`config.mk`:
```
export PLATFORM = sky130hd
export DESIGN_NAME = mem_bus_arbiter
export DESIGN_NICKNAME = d
export VERILOG_FILES = /design/src/rtl/mem_bus_arbiter.sv
export SDC_FILE = /design/constraint.sdc
export NUM_CORES = 1
export LEC_CHECK = 0
export CAP_MARGIN = 15
export CORE_MARGIN = 10
export CORE_UTILIZATION = 34
export DETAILED_ROUTE_END_ITERATION = 12
export GPL_TIMING_DRIVEN = 0
export PLACE_DENSITY_LB_ADDON = 0.08
export SLEW_MARGIN = 20
export SYNTH_ARGS = -nofsm -noshare
export SYNTH_HDL_FRONTEND = slang
export SYNTH_SLANG_ARGS = --single-unit
```
`constraint.sdc`:
```
create_clock -name clk -period 1.92 [get_ports clk]
set_clock_uncertainty 0.1 [all_clocks]
set_input_delay 0.384 -clock clk [delete_from_list [all_inputs] [get_ports clk]]
set_output_delay 0.384 -clock clk [all_outputs]
set_load 0.01 [all_outputs]
```
`src/rtl/mem_bus_arbiter.sv`:
```
// mem_bus_arbiter: grants one outstanding bus transaction at a time to the
// fetch or data requester, with fixed data-side priority.  Rev 1.0
`default_nettype none

module mem_bus_arbiter (
  input  logic        clk,
  input  logic        rst_n,
  input  logic        i_req,
  input  logic [31:0] i_addr,
  input  logic        i_flush,
  output logic [31:0] i_rdata,
  output logic        i_valid,
  input  logic        d_req,
  input  logic        d_wr,
  input  logic [1:0]  d_size,
  input  logic [31:0] d_addr,
  input  logic [31:0] d_wdata,
  output logic [31:0] d_rdata,
  output logic        d_valid,
  output logic        bus_req,
  output logic        bus_wr,
  output logic [1:0]  bus_size,
  output logic [31:0] bus_addr,
  output logic [31:0] bus_wdata,
  input  logic        bus_addr_ok,
  input  logic        bus_data_ok,
  input  logic [31:0] bus_rdata,
  output logic        icache_stall,
  output logic        mem_stall
);

  typedef enum logic [2:0] {
    S_IDLE   = 3'd0,
    S_I_ADDR = 3'd1,
    S_I_DATA = 3'd2,
    S_D_ADDR = 3'd3,
    S_D_DATA = 3'd4
  } state_t;

  localparam logic [1:0] C_SIZE_WORD = 2'b10;

  state_t      state_q, state_d;
  logic        flush_q, flush_d;
  logic        bus_req_q, bus_req_d;
  logic        wr_q, wr_d;
  logic [1:0]  size_q, size_d;
  logic [31:0] addr_q, addr_d;
  logic [31:0] wdata_q, wdata_d;

  always_comb begin
    state_d   = state_q;
    flush_d   = flush_q;
    bus_req_d = 1'b0;
    wr_d      = wr_q;
    size_d    = size_q;
    addr_d    = addr_q;
    wdata_d   = wdata_q;
    case (state_q)
      S_IDLE: begin
        if (d_req) begin
          state_d   = S_D_ADDR;
          bus_req_d = 1'b1;
          wr_d      = d_wr;
          size_d    = d_size;
          addr_d    = d_addr;
          wdata_d   = d_wdata;
        end else if (i_req) begin
          state_d   = S_I_ADDR;
          bus_req_d = 1'b1;
          flush_d   = 1'b0;
          wr_d      = 1'b0;
          size_d    = C_SIZE_WORD;
          addr_d    = i_addr;
          wdata_d   = 32'd0;
        end
      end
      S_I_ADDR: begin
        if (i_flush) flush_d = 1'b1;
        if (bus_addr_ok) state_d = S_I_DATA;
        else             bus_req_d = 1'b1;
      end
      S_I_DATA: begin
        // A flush here still lets the bus beat finish; only the result is dropped.
        if (i_flush) flush_d = 1'b1;
        if (bus_data_ok) state_d = S_IDLE;
      end
      S_D_ADDR: begin
        if (bus_addr_ok) state_d = S_D_DATA;
        else             bus_req_d = 1'b1;
      end
      S_D_DATA: begin
        if (bus_data_ok) state_d = S_IDLE;
      end
      default: state_d = S_IDLE;
    endcase
  end

  always_ff @(posedge clk or negedge rst_n) begin
    if (!rst_n) begin
      state_q   <= S_IDLE;
      flush_q   <= 1'b0;
      bus_req_q <= 1'b0;
      wr_q      <= 1'b0;
      size_q    <= 2'b00;
      addr_q    <= 32'd0;
      wdata_q   <= 32'd0;
    end else begin
      state_q   <= state_d;
      flush_q   <= flush_d;
      bus_req_q <= bus_req_d;
      wr_q      <= wr_d;
      size_q    <= size_d;
      addr_q    <= addr_d;
      wdata_q   <= wdata_d;
    end
  end

  assign bus_req      = bus_req_q;
  assign bus_wr       = wr_q;
  assign bus_size     = size_q;
  assign bus_addr     = addr_q;
  assign bus_wdata    = wdata_q;

  assign i_valid      = (state_q == S_I_DATA) && bus_data_ok && !flush_q;
  assign d_valid      = (state_q == S_D_DATA) && bus_data_ok;
  assign i_rdata      = i_valid ? bus_rdata : 32'd0;
  assign d_rdata      = d_valid ? bus_rdata : 32'd0;
  assign icache_stall = i_req && !i_valid;
  assign mem_stall    = d_req && !d_valid;

endmodule

`default_nettype wire

```
==> results of run 1 <==
## power by group through the flow
stage / Sequential [mW] / Combinational [mW] / Clock (mW)
floorplan: 2.89 / 1.55 / 0
CTS: 2.57 / 4.31 / 1.18
global placement: 2.56 / 4.11 / 0
finish: 2.57 / 4.33 / 1.14
detailed placement: 2.59 / 4.16 / 0
global route: 2.66 / 4.62 / 1.24
## cells in the mapped netlist
cell / count
dfrtp_1: 72
nand2b_4: 1
nor2b_1: 2
a211oi_1: 1
a2111oi_0: 1
a22o_1: 34
clkbuf_2: 2
nor2_1: 1
o21ai_0: 3
o32a_1: 1
a21oi_1: 1
a22oi_1: 1
buf_4: 5
nor3_1: 1
buf_6: 3
nand2_1: 2
and2_1: 65
nor3b_4: 1
nand2b_1: 2
nor3_2: 1
buf_2: 9
o21ai_2: 1
clkbuf_1: 4
mux2_2: 64
a21boi_0: 1
or3_1: 1
inv_1: 3
nor3_4: 1
or4b_2: 1
## worst max-delay path by stage
stage	slack, ps	startpoint	end	cells past startpoint
after floorplan	150	state_q[0]	d_rdata[22]	5
after global placement	-2150	rst_n	bus_addr[23]	1
after detailed placement	-960	bus_data_ok	i_rdata[14]	6
final	-230	state_q[0]	d_rdata[10]	6
after CTS	-240	state_q[0]	d_rdata[5]	6
after global routing	-320	state_q[2]	i_rdata[25]	6
## what timing repair did
| action | 4_1_cts | 5_1_grt |
|---|---|---|
| endpoints found under the hold margin | 20 | 0 |
| pin swaps | 33 | 15 |
| hold buffers | 1 | 0 |
| endpoints found under the setup margin | 68 | 72 |
| cloned | 4 | 1 |
| setup buffers | 9 | 0 |
| gates resized for setup | 369 | 63 |
## final cells by class
type | count | share of cell area
antenna | 1 | 0.000355
buffer | 22 | 0.0284
clock buffer | 12 | 0.0192
clock inverter | 4 | 0.00639
inverter | 3 | 0.00160
multi-input combinational | 187 | 0.248
sequential | 72 | 0.256
tap | 136 | 0.0242
timing repair buffer | 289 | 0.416
## through the flow
| stage | hold WS (ps) | setup TNS [ps] |
|---|---|---|
| floorplan | -11.6 | 0 |
| global placement | 387 | -219310 |
| detailed placement | 200 | -67130 |
| CTS | 358 | -13710 |
| global route | 370 | -18910 |
| finish | 368 | -12900 |
## worst max-delay path, delay by kind of cell, from the launching register on
family	cells	cell delay, ps
DFF	1	400
and+or+nand+nor	3	530
buffers and inverters	3	380
## registers in the layout, summed over array words and instances (netlist names)
signal / flops
bus_addr: 32
bus_req: 1
bus_size: 2
bus_wdata: 32
bus_wr: 1
flush_q: 1
state_q: 3
## cell families after synthesis
kind of cell	Yosys count
compound gates	44
buf+inv	26
flops	72
mux	64
simple gates	79
## metal layers
| metal | share of wire | vias up | track usage | wire length, um |
|---|---|---|---|---|
| li1 | - | 1592 | - | - |
| met5 | 0 | - | 0 | 0 |
| met4 | 0.0099 | 0 | 0.0412 | 150 |
| met2 | 0.54 | 158 | 0.346 | 8200 |
| met1 | 0.34 | 1712 | 0.180 | 5230 |
| met3 | 0.11 | 10 | 0.0950 | 1600 |
==> metrics, run 1 <==
Routed Antenna Nets=0; #FFs+latches synth=72; die area=15,000 sq um; PortBufs=273; sequential element share of the synthesized area=0.505; # DRC=0; starting density of the core=0.347; CTS Sinks=72; final worst-path setup slack=-226 ps; Filler cells=793; r2r startpoint=state_q[2]; leakage power=3.12 nW; sw frac=0.324; Psw=2.60 mW; post-detail-place hpwl=11,800 um; crit-path max cell delay=400 ps; synth warn=0; CTS Root Cell=clkbuf_8; CTS tree=yes; slowest cell on the critical path=dfrtp_2; placed insts=695; grt ovf=0; Core Area=10,300 sq um; # Max-Cap Violations=0; synthesized area=3570 sq um; Avg Cell Area, Syn=12.5 sq um; DR WL/cell=20.9 um; Layout Utilization=0.686; R2R Setup Slk=230 ps; antenna violations before repair=1; VDD IR-drop max=0.673 mV; DR vias/cell=4.78; 1st-pass router iterations=4; WS Path Type=flop to output pin; commonest non-fill, non-tap cell in the layout=clkdlybuf4s50_1; Pint=5.43 mW; WP data required=1440 ps; vias post-DR=3,472; P&R area growth vs syn=97.6%; 1st-iter DRT viols=81; Synth area leader=dfrtp_1; Worst Path Arrival=1660 ps; critical-path maximum fanout=5; Finished Layout Cells=726; violated checks=negative setup slack; Site Rows=37; area share of the largest cell type after synthesis=0.505; Final setup viols=68; pin count of the biggest net entering global routing=53; minimum clock period=2150 ps; Mapped Cells=285; period utilization=1.12; FMAX=466 MHz; Flop pwr share=0.319; syn_nets=423; Total Wirelength=15,200 um; adder-cell share of the synthesized area=0; r2r endpoint=bus_wdata[0]; status=finished, violations left; Slew Limit Fails=0; GRT Overall Usage=0.186; Worst-Margin Slew=461 ps; count of cell types in the netlist=29; startpoint class of the critical path=flop; XOR/XNOR Fraction of Synth Area=0; RSZ-0062 raised after global routing=yes; gpl congestion=0.842; share of cells above drive strength 1=0.411; Hold Vio Cnt, Final=0; post-synthesis mux area share=0.202; Crit path top cell by count=buf_6; Finished Cell Area=7050 sq um; final total power=8.04 mW; Worst Hold Class=input port to async pin; die height=122 um; PwrDens=1140 nW/um^2; H-tree levels=3; post-synthesis compound-gate area fraction=0.103; clock share of power=0.142; Placement Setup Slack=-955 ps; combinational power share=0.539; Clock transition at path regs=80 ps; I/O pin total=274; main combinational cell family by area after synthesis=multiplexers; top post-synthesis cells by area=dfrtp_1 51%, mux2_2 20%, and2_1 11%; nets=722; clk buf depth=2; first-pass GRT wire length=21,600 um; Placed Area=6490 sq um; slew margin rel.=0.692; number of global-route vias before repair=3,778; clock latency on the worst-skew pair=340 ps; register area=1800 sq um; cts bufs inserted=9; footprint of the multi-input gates=1750 sq um; Die W=122 um; R2R depth=5; most frequent cells in the layout=203 x clkdlybuf4s50_1, 70 x dfrtp_1, 68 x buf_6; simple-gate share of the synthesized area=0.147; crit-path cells=nand2b_4 -> nor3b_4 -> buf_6 -> buf_8 -> and2_4 -> buf_6; critical path endpoint category=output pin
Power figures use the tool's default switching activity.
==> run 2: changes to the inputs <==
--- a/config.mk
+++ b/config.mk
@@ -7,7 +7,7 @@
 export LEC_CHECK = 0
 export CAP_MARGIN = 15
 export CORE_MARGIN = 10
-export CORE_UTILIZATION = 34
+export CORE_UTILIZATION = 37
 export DETAILED_ROUTE_END_ITERATION = 12
 export GPL_TIMING_DRIVEN = 0
 export PLACE_DENSITY_LB_ADDON = 0.08
@@ -15,3 +15,4 @@
 export SYNTH_ARGS = -nofsm -noshare
 export SYNTH_HDL_FRONTEND = slang
 export SYNTH_SLANG_ARGS = --single-unit
+export TNS_END_PERCENT = 10
==> constraint.sdc (replaced) <==
create_clock -name clk -period 2.5 [get_ports clk]
set_clock_uncertainty 0.1 [all_clocks]
set_input_delay 0.5 -clock clk [delete_from_list [all_inputs] [get_ports clk]]
set_output_delay 0.5 -clock clk [all_outputs]
set_load 0.01 [all_outputs]
==> run 2 against run 1 <==
The flow now finishes without violations. Global-route usage grew 1.2 points. Clock power shrank 25%. Largest power group unchanged. Sequential share of layout area is 0.87 points higher. Worst hold slack improved by 37 ps. Count of clock-buffer cells in the layout stayed put. Die area fell by 6.8%. Highest routed layer unchanged. Sequential cell count unchanged. Core utilization increased by 4.5 points. Via count down 1.9%. Cell count fell by 1.7%.
==> metrics, run 2 (same netlist as run 1, synthesis figures left out) <==
status=completed (was finished, violations left); Post-Route Setup TNS=0 ps (was -12,900 ps); final worst-path setup slack=98.0 ps (was -226 ps); Critical Path Start=state_q[0] (unchanged); post-detail-place hpwl=12,000 um (was 11,800 um); starting density of the core=0.382 (was 0.347); period utilization=0.961; Critical path buffers and inverters=3 (unchanged); Core Area=9330 sq um (was 10,300 sq um); Clock transition at path regs=80 ps (about the same); Slew Limit Fails=0 (unchanged); commonest non-fill, non-tap cell in the layout=clkdlybuf4s50_1 (unchanged); slowest cell on the critical path=dfrtp_2 (unchanged); Worst Hold Class=flop to flop (was input port to async pin); Hold Vio Cnt, Final=0 (unchanged); startpoint class of the critical path=flop (unchanged); 1st-pass router iterations=4 (unchanged); DR WL/cell=20.2 um (was 20.9 um); VDD IR-drop max=0.592 mV (was 0.673 mV); Top delay family on crit path=simple AND/OR/NAND/NOR gates (unchanged); leakage power=2.95 nW (was 3.12 nW); slew margin rel.=0.691 (was 0.692); vias post-DR=3,405 (was 3,472); # DRC=0 (unchanged); CTS tree=yes (unchanged); number of global-route vias before repair=3,711 (was 3,778); Worst-Margin Slew=452 ps (was 461 ps); most frequent cells in the layout=203 x clkdlybuf4s50_1, 70 x dfrtp_1, 65 x and2_1 (was 203 x clkdlybuf4s50_1, 70 x dfrtp_1, 68 x buf_6); PwrDens=880 nW/um^2 (was 1140 nW/um^2); Filler cells=700 (was 793); nets=718 (was 722); WS Path Type=flop to output pin (unchanged); first-pass GRT wire length=22,000 um (was 21,600 um); Worst Path Arrival=1800 ps (was 1660 ps); critical path endpoint category=output pin (unchanged); die height=118 um (was 122 um); Site Rows=35 (was 37); ANT cells=0 (was 1); clock latency on the worst-skew pair=340 ps (about the same); grt ovf=0 (unchanged); Met1 Wirelength=5180 um (was 5230 um); Final setup viols=0 (was 68); FMAX=416 MHz; die area=14,000 sq um (was 15,000 sq um); Finished Layout Cells=714 (was 726); share of cells above drive strength 1=0.263 (was 0.411); metal2 WL=7810 um (was 8200 um); WP data required=1900 ps (was 1440 ps); PortBufs=273 (unchanged); # Max-Cap Violations=0 (unchanged); worst hold slack=405 ps (was 368 ps); Total Wirelength=14,400 um (was 15,200 um); crit-path cells=nand2b_4 -> nor3b_4 -> buf_6 -> buf_4 -> and2_1 -> clkdlybuf4s15_2 (was nand2b_4 -> nor3b_4 -> buf_6 -> buf_8 -> and2_4 -> buf_6); max layer used=met4 (unchanged); r2r endpoint=bus_wdata[16] (was bus_wdata[0]); H-tree levels=3 (unchanged); CTS Root Cell=clkbuf_8 (unchanged); CP endpoint=d_rdata[22] (was d_rdata[10]); I/O pin total=274 (unchanged); CTS Sinks=72 (unchanged); antenna violations before repair=0 (was 1); P&R area growth vs syn=91.1% (was 97.6%); 1st-iter DRT viols=101 (was 81); Placement Setup Slack=-625 ps (was -955 ps); GRT Overall Usage=0.199 (was 0.186); DR vias/cell=4.77 (was 4.78); R2R Setup Slk=790 ps (was 230 ps); crit-path max cell delay=430 ps (was 400 ps); final total power=6.00 mW (was 8.04 mW); Die W=118 um (was 122 um); met3 routed WL=1250 um (was 1600 um); clk buf depth=2 (unchanged); gpl congestion=0.795 (was 0.842); Crit path depth=6 (unchanged); Routed Antenna Nets=0 (unchanged); placed insts=688 (was 695); r2r startpoint=state_q[2] (unchanged); critical-path maximum fanout=10 (was 5); cts bufs inserted=9 (unchanged); minimum clock period=2400 ps; R2R depth=5 (unchanged); pin count of the biggest net entering global routing=44 (was 53)
==> run 2: changes by cell type in the layout (fill, tap and decap cells not counted), moves of 12 or more <==
| cell | delta |
|---|---|
| buf_6 | -61 |
| and2_1 | +52 |
| and2_4 | -52 |
| clkdlybuf4s15_2 | +30 |
| dlygate4sd2_1 | +17 |
| clkdlybuf4s15_1 | +16 |
| buf_2 | -12 |
==> run 2: how the worst min path moves through the flow <==
stage	start	end	slack [ps]	cells past startpoint
after floorplan	rst_n	bus_addr[0]	100	0
after global placement	bus_addr[7]	bus_addr[7]	390	1
after detailed placement	rst_n	bus_wdata[1]	360	1
after CTS	bus_addr[22]	bus_addr[22]	410	1
after global routing	bus_addr[17]	bus_addr[17]	420	1
final	bus_addr[24]	bus_addr[24]	410	1
==> run 2: stage by stage <==
stage                     instance area, sq um  utilization
after detailed placement                  6480        0.695
after floorplan                           3570            -
after global placement                    6460        0.693
final                                     6810        0.731
after global routing                      6810        0.731
after CTS                                 6790        0.728
==> run 2: layout make-up <==
type | instances | area [sq um] | area share
Timing Repair Buffer | 285 | 2850 | 0.418
Sequential cell | 72 | 1800 | 0.265
Multi-Input combinational cell | 187 | 1620 | 0.238
Buffer | 22 | 186 | 0.0274
Tap cell | 129 | 161 | 0.0237
Clock buffer | 12 | 155 | 0.0228
Clock inverter | 4 | 28.8 | 0.00422
Inverter | 3 | 11.3 | 0.00165
==> run 2: metal layers <==
metal,vias up,global-route usage
li1,1593,-
met1,1642,0.200
met2,156,0.375
met3,14,0.0709
met4,0,0.0572
met5,-,0
==> run 2: repair_timing <==
item,CTS,global route
pin swaps,2,1
resized for setup,155,18
hold endpoints to repair,28,0
cloned,2,0
buffers inserted,6,2
hold buffers,1,0
endpoints found under the setup margin,68,66
==> run 2: worst register-to-register path, cell delays in order (launching register included) <==
cell and delay (ps):
dfrtp_2 420, buf_4 170, nor3_2 210, o21ai_2 150, clkbuf_1 270, a22o_1 300
==> run 2: where the power goes <==
group / total [mW] / switching, mW / internal, mW
Sequential: 1.97 / 0.267 / 1.70
Clock: 0.853 / 0.438 / 0.415
Combinational: 3.18 / 1.27 / 1.91
Total: 6.00 / 1.97 / 4.02
